[src/rtl/subfield_norm_serial.sv]
// Bit-serial norm stage ahead of the GF((2^2)^2) subfield inverter:
// D = Ah*X ^ Al^2 with X = lambda*Ah ^ Al, Ah*X formed over 4 shift-and-add cycles.
module subfield_norm_serial #(
    parameter logic [3:0] LAMBDA = 4'h8
) (
    input  logic       clk,
    input  logic       rst,
    input  logic       in_valid,
    output logic       in_ready,
    input  logic [7:0] in_data,
    output logic       out_valid,
    input  logic       out_ready,
    output logic [3:0] out_d,
    output logic [3:0] out_ah,
    output logic [3:0] out_al,
    output logic       busy
);

    typedef enum logic [1:0] {IDLE, MUL, DONE} state_t;

    state_t     state_q, state_d;
    logic [3:0] ah_q, ah_d;
    logic [3:0] al_q, al_d;
    logic [3:0] x_q, x_d;
    logic [3:0] acc_q, acc_d;
    logic [3:0] d_q, d_d;
    logic [1:0] cnt_q, cnt_d;
    logic       valid_q, valid_d;
    logic       accept;
    logic [3:0] acc_next;

    function automatic logic [3:0] xtime(input logic [3:0] a);
        return {a[2:0], 1'b0} ^ (a[3] ? 4'h3 : 4'h0);
    endfunction

    // Squaring is linear over GF(2): a^2 = a0 + a1 x^2 + a2 (x+1) + a3 (x^3+x^2).
    function automatic logic [3:0] gf_sq(input logic [3:0] a);
        return {a[3], a[1] ^ a[3], a[2], a[0] ^ a[2]};
    endfunction

    function automatic logic [3:0] mul_lambda(input logic [3:0] a);
        logic [3:0] r;
        r = '0;
        for (int unsigned i = 0; i < 4; i++) begin
            r = xtime(r);
            if (LAMBDA[3 - i]) r = r ^ a;
        end
        return r;
    endfunction

    assign accept   = in_valid & in_ready;
    assign acc_next = xtime(acc_q) ^ (ah_q[cnt_q] ? x_q : 4'h0);

    always_ff @(posedge clk) begin
        if (rst) begin
            state_q <= IDLE;
            ah_q    <= '0;
            al_q    <= '0;
            x_q     <= '0;
            acc_q   <= '0;
            d_q     <= '0;
            cnt_q   <= '0;
            valid_q <= 1'b0;
        end else begin
            state_q <= state_d;
            ah_q    <= ah_d;
            al_q    <= al_d;
            x_q     <= x_d;
            acc_q   <= acc_d;
            d_q     <= d_d;
            cnt_q   <= cnt_d;
            valid_q <= valid_d;
        end
    end

    always_comb begin
        state_d = state_q;
        ah_d    = ah_q;
        al_d    = al_q;
        x_d     = x_q;
        acc_d   = acc_q;
        d_d     = d_q;
        cnt_d   = cnt_q;
        valid_d = valid_q;
        case (state_q)
            MUL: begin
                if (cnt_q != 2'd0) begin
                    acc_d = acc_next;
                    cnt_d = cnt_q - 2'd1;
                end else begin
                    d_d     = acc_next ^ gf_sq(al_q);
                    valid_d = 1'b1;
                    state_d = DONE;
                end
            end
            DONE: begin
                if (out_ready) begin
                    valid_d = 1'b0;
                    state_d = IDLE;
                end
            end
            default: state_d = IDLE;
        endcase
        // Acceptance in IDLE and the consume-and-accept case in DONE share one load path.
        if (accept) begin
            ah_d    = in_data[7:4];
            al_d    = in_data[3:0];
            x_d     = mul_lambda(in_data[7:4]) ^ in_data[3:0];
            acc_d   = '0;
            cnt_d   = 2'd3;
            state_d = MUL;
        end
    end

    always_comb begin
        in_ready  = ~rst & ((state_q == IDLE) | ((state_q == DONE) & out_ready));
        busy      = (state_q == MUL);
        out_valid = valid_q;
        out_d     = d_q;
        out_ah    = ah_q;
        out_al    = al_q;
    end

endmodule

[config.mk]
export PLATFORM = sky130hd
export DESIGN_NAME = subfield_norm_serial
export DESIGN_NICKNAME = d
export VERILOG_FILES = /design/src/rtl/subfield_norm_serial.sv
export SDC_FILE = /design/constraint.sdc
export NUM_CORES = 1
export LEC_CHECK = 0
export BUFFER_PORTS_ARGS = -buffer_cell sky130_fd_sc_hd__buf_2
export CAP_MARGIN = 10
export CORE_MARGIN = 10
export CORE_UTILIZATION = 35
export CTS_CLUSTER_SIZE = 20
export DETAILED_ROUTE_END_ITERATION = 10
export SLEW_MARGIN = 15
export SYNTH_ARGS = -nofsm -noshare
export SYNTH_HDL_FRONTEND = slang
export SYNTH_SLANG_ARGS = --single-unit
export TNS_END_PERCENT = 100
[constraint.sdc]
create_clock -name clk -period 1.65 [get_ports clk]
set_clock_uncertainty 0.15 [all_clocks]
set_input_delay 0.4125 -clock clk [delete_from_list [all_inputs] [get_ports clk]]
set_output_delay 0.4125 -clock clk [all_outputs]
set_load 0.02 [all_outputs]
Yosys cells after proc, flatten, opt, wreduce, memory -nomap -nowiden --
Cells that the tools add are included.
Word-level totals: bits in registers 25, input port bits 12, output and inout bits 15, word-level logic and storage cells 62
Operators by class: add/sub/neg operators 1, order comparisons 1, eq/ne operators 6, muxes and demuxes 18, bitwise operators 15, reduce and logical (&&, ||, !) cells 12
Operator list (count):
- 2-bit 2-to-1 mux | 9
- 4-bit by 2-bit XOR with 4-bit output | 4
- 4-bit XOR | 3
- 2-bit AND reduction | 5
- 4-bit 2-to-1 mux | 2
- 2-bit nonzero test | 4
- 3-bit inequality test (second input constant) | 2
- 1-bit 2-to-1 mux | 4
- 2-bit inequality test (second input constant) | 2
- 2-bit one-hot mux with 2 select lines | 1
- 1-bit AND | 3
- 2-bit by 3-bit < comparator with 1-bit output (second input constant) | 1
- 3-bit AND reduction | 1
- 1-bit binary-select mux with 2-bit select | 1
- 2-bit by 1-bit == test with 1-bit output (second input constant) | 1
- 2-bit == test (second input constant) | 1
- 2-bit logical NOT | 1
- 1-bit inverter | 2
- 1-bit one-hot mux with 2 select lines | 1
- 2-bit OR reduction | 1
- 2-bit by 1-bit subtractor with 2-bit output (second input constant) | 1
- 1-bit XOR | 2
- 1-bit OR | 1

Logic depth before layout (Yosys ltp) --
word-level depth 13, gate-level depth with buffers 7, depth with buffers taken out 6

Worst setup path before layout --
OpenSTA, ideal clock, no wires.
path type reg2reg, start point register ah_q[3] (netlist: out_ah[3]), end point register d_q[1] (netlist: out_d[1]), setup time 88 ps, arrival time 1513 ps, data required time 1412 ps, path slack -101 ps, cell stages (with the launch flop) 5, buffers on the path 0, period minus slack after synthesis 1751 ps, path through dfxtp_1 -> mux4_2 -> a21o_1 -> a21o_1 -> a311oi_2
On the way: cells in the longest elaborated chain, start to end 5
Ends and longest elaborated chain:
- from (decl) | RTL line 22 | logic [3:0] ah_q, ah_d;
- from (signal assigned) | RTL line 66 | ah_q <= ah_d;
- 1-bit binary-select mux with 2-bit select | RTL line 52 | assign acc_next = xtime(acc_q) ^ (ah_q[cnt_q] ? x_q : 4'h0);
- 1-bit 2-to-1 mux (implied by the code) | RTL line 52
- 4-bit 2-to-1 mux | RTL line 52
- 4-bit XOR | RTL line 52
- 4-bit XOR | RTL line 91 | d_d = acc_next ^ gf_sq(al_q);
- to (signal assigned) | RTL line 61 | d_q <= '0;
- to (signal assigned) | RTL line 70 | d_q <= d_d;
- to (decl) | RTL line 26 | logic [3:0] d_q, d_d;
No other way between the ends. The select of a mux whose other input is x is not followed. A chain may end at the register's enable or synchronous reset.

Worst setup path after layout --
start point register cnt_q[0], end point register d_q[1] (netlist: out_d[1])
On the way: cells in the longest elaborated chain, start to end 5, elaborated cells on any way between the ends 8, classes of those cells mux (3); bitwise (3); reduce/logical (2)
Ends and longest elaborated chain:
- from (decl) | RTL line 27 | logic [1:0] cnt_q, cnt_d;
- from (signal assigned) | RTL line 71 | cnt_q <= cnt_d;
- 1-bit binary-select mux with 2-bit select | RTL line 52
- 1-bit 2-to-1 mux (implied by the code) | RTL line 52
- 4-bit 2-to-1 mux | RTL line 52
- 4-bit XOR | RTL line 52
- 4-bit XOR | RTL line 91
Several ways; a longest one is shown, not always the timed one. The select of a mux whose other input is x is not followed.

==> reports/qor.txt <==
Final setup viols = 4
CP max stage delay = 0.55 ns
Ys Warns = 0
Setup_tns = -0.248 ns
Clk Latency, worst-skew pair = 0.32 ns
GRT Overall Usage = 9.29%
Final instance count without filler cells = 207
Number of I/O pins = 27
Violated checks = negative setup slack
Met2 Track Usage GR = 14.2%
Crit-path cells = mux4_2 > a21o_1 > a21o_1 > a311oi_2
Total Wirelength = 2770 µm
Mux contribution to synthesized area = 1.94%
Post-Synth Simple-Gate Area = 16.7%
Residual DRC count = 0
Lkg Pwr = 0.641 nW
Core box area = 3100 µm²
Hold crit path type = primary input to flip-flop
Total grt overflow = 0
Main synth FF type = dfxtp_1
Design Power = 1.43 mW
Max cap viols = 0
CP max-delay cell = mux4_2
Post-Place Worst Slack = -0.0570 ns
Area delta synth->final = 27.7%
Die span in y = 77.6 µm
Crit end category = flip-flop
Element type at the critical path start = flip-flop
Layout cells sized above 1 = 35.6%
H-tree levels = 1
Final ANT Viol Nets = 0
Synth Instances = 129
PortBufs = 26
Routed vias/inst = 4.74
Placed cell area = 1390 µm²
Mapped Area = 1160 µm²
Post-layout min period = 1.75 ns
Avg Synthesized Cell Area = 9.00 µm²
Dpl cells = 200
CP dominant cell by count = a21o_1
Relative max-transition margin = 74.6%
Setup slack after layout = -0.0952 ns
Worst slew pin tran = 0.381 ns
CTS Buf Count = 3
Flops & latches, synth = 25
Worst-path fanout max = 5
CP Class = flip-flop to flip-flop
Max-slew violations = 0
Die width = 77.6 µm
Ys async rst share = 0%
Clock transition at path regs = 0.13 ns
Compound-Gate Fraction of Synth Area = 17.8%
Adder-cell share of the synthesized area = 1.08%
Status = finished with violations
Most used routing layer = met2
Highest clock rate = 573 MHz
Post-synthesis xor/xnor area fraction = 16.1%
Clock sinks = 25
Initial DRC Count = 58
Die Area = 6020 µm²
Syn_nets = 142
Fill cell count = 326
Via count = 982
Global placement routability congestion = 0.785
Largest family of logic cells by synthesized area = compound AO/OA/AOI/OAI gates
Post-layout util = 47.8%
Min Hold Slack = 0.159 ns
CTS tree = done
CP arrival = 1.84 ns
Power Dens Cells = 962 nW/µm²
Final Hold Viols = 0
Largest net degree at the start of global routing = 25
Met3 GRT Util = 3.92%
Pre-Repair DR Iteration Count = 2
Max VDD drop = 0.000533 V
Dpl hpwl = 2080 µm
Antenna Diode Count = 0
Max clock buf depth = 2
RSZ-0062 raised after global routing = yes
Netlist cell types = 27
Initial antenna violation count = 0
Drt wl/cell = 13.4 µm
Global-route wire length before repair = 4600 µm
Num rows = 20
Initial Util = 37.4%
Finished Cell Area = 1480 µm²
Root buffer cell = clkbuf_4
Number of global-route vias before repair = 976
Nets = 177
Sequential share of the synthesized area = 43.1%
Crit path required time = 1.74 ns
Fin crit share = 106%
Post-synth EDFFs = 0
Met1 track demand over resource = 11.4%
## where the power goes
group / internal, mW / leakage, nW / switching [mW]
combinational: 0.196 / 0.417 / 0.226
sequential: 0.671 / 0.208 / 0.0537
clock: 0.0947 / 0.0150 / 0.184
## timing repair
action                     4_1_cts  5_1_grt
gates resized for setup          4       10
gates cloned                     0        1
setup buffers                    0        2
pin swaps                        0        4
hold buffers                     0        0
setup endpoints to repair        7       11
## worst max-delay path: cells and delay by family, from the launching register on
family | cells | cell delay [ns]
AOI/OAI and AO/OA | 3 | 0.61
muxes | 1 | 0.55
DFF | 1 | 0.36
## final cells by class
type | instances | area (µm²) | share of cell area (%)
clock buffers | 4 | 26.3 | 1.77
inverters | 5 | 18.8 | 1.27
multi-input cells | 94 | 674 | 45.5
flip-flops and latches | 25 | 513 | 34.6
well taps | 44 | 55.1 | 3.71
repair buffers | 35 | 195 | 13.2
## placed cells by master, fill, tap and decap left out, types with 3 or more instances in the layout
cell type	synthesis	layout
a211oi_1	6	5
a21o_1	5	5
a21oi_1	6	5
a22o_1	3	3
buf_2	1	27
buf_4	0	8
clkbuf_4	0	3
dfxtp_1	25	17
dfxtp_2	0	7
inv_1	4	4
nand2_1	20	19
nand3_1	3	3
nor2_1	12	12
o21ai_0	9	9
xnor2_1	11	11
xor2_1	5	4
## metal layers
layer	part of all wire [%]	routed length, µm
met5	0	0
met4	1.2	34
met3	6.2	171
met2	44	1210
met1	49	1360
## sequential cells by signal (all words and copies together) (netlist names)
signal and flops:
out_ah 4, acc_q 4, cnt_q 2, out_al 4
out_d 4, state_q 2, out_valid 1, x_q 4
## synthesized netlist by cell type (all sizes together) (4+ instances only)
master	number	share of area [%]
dfxtp	25	43
nand2	20	6.5
nor2	12	3.9
xnor2	11	8.3
o21ai	9	3.9
a211oi	6	3.9
a21oi	6	2.6
a21o	5	3.2
xor2	5	3.8
clkbuf	4	1.3
inv	4	1.3
## worst paths after layout
check             slack [ns]                      to  cells past startpoint                   start
setup reg to reg        -0.1   out_d[1]$_SDFFE_PP0P_                      4   cnt_q[0]$_SDFFE_PP0P_
hold / removal          0.16  out_al[1]$_SDFFE_PP0P_                      3              in_data[1]
hold reg to reg         0.32  out_valid$_SDFFE_PP0P_                      2  out_valid$_SDFFE_PP0P_
setup / recovery        -0.1   out_d[1]$_SDFFE_PP0P_                      4   cnt_q[0]$_SDFFE_PP0P_
## kinds of logic after synthesis
kind of cell             after synthesis
AO/OA/AOI/OAI                         31
AND/OR/NAND/NOR                       43
XOR/XNOR                              18
buffers and inverters                 10
multiplexers                           1
adder cells (fa/ha/maj)                1
flip-flops                            25
Power figures use the tool's default switching activity.
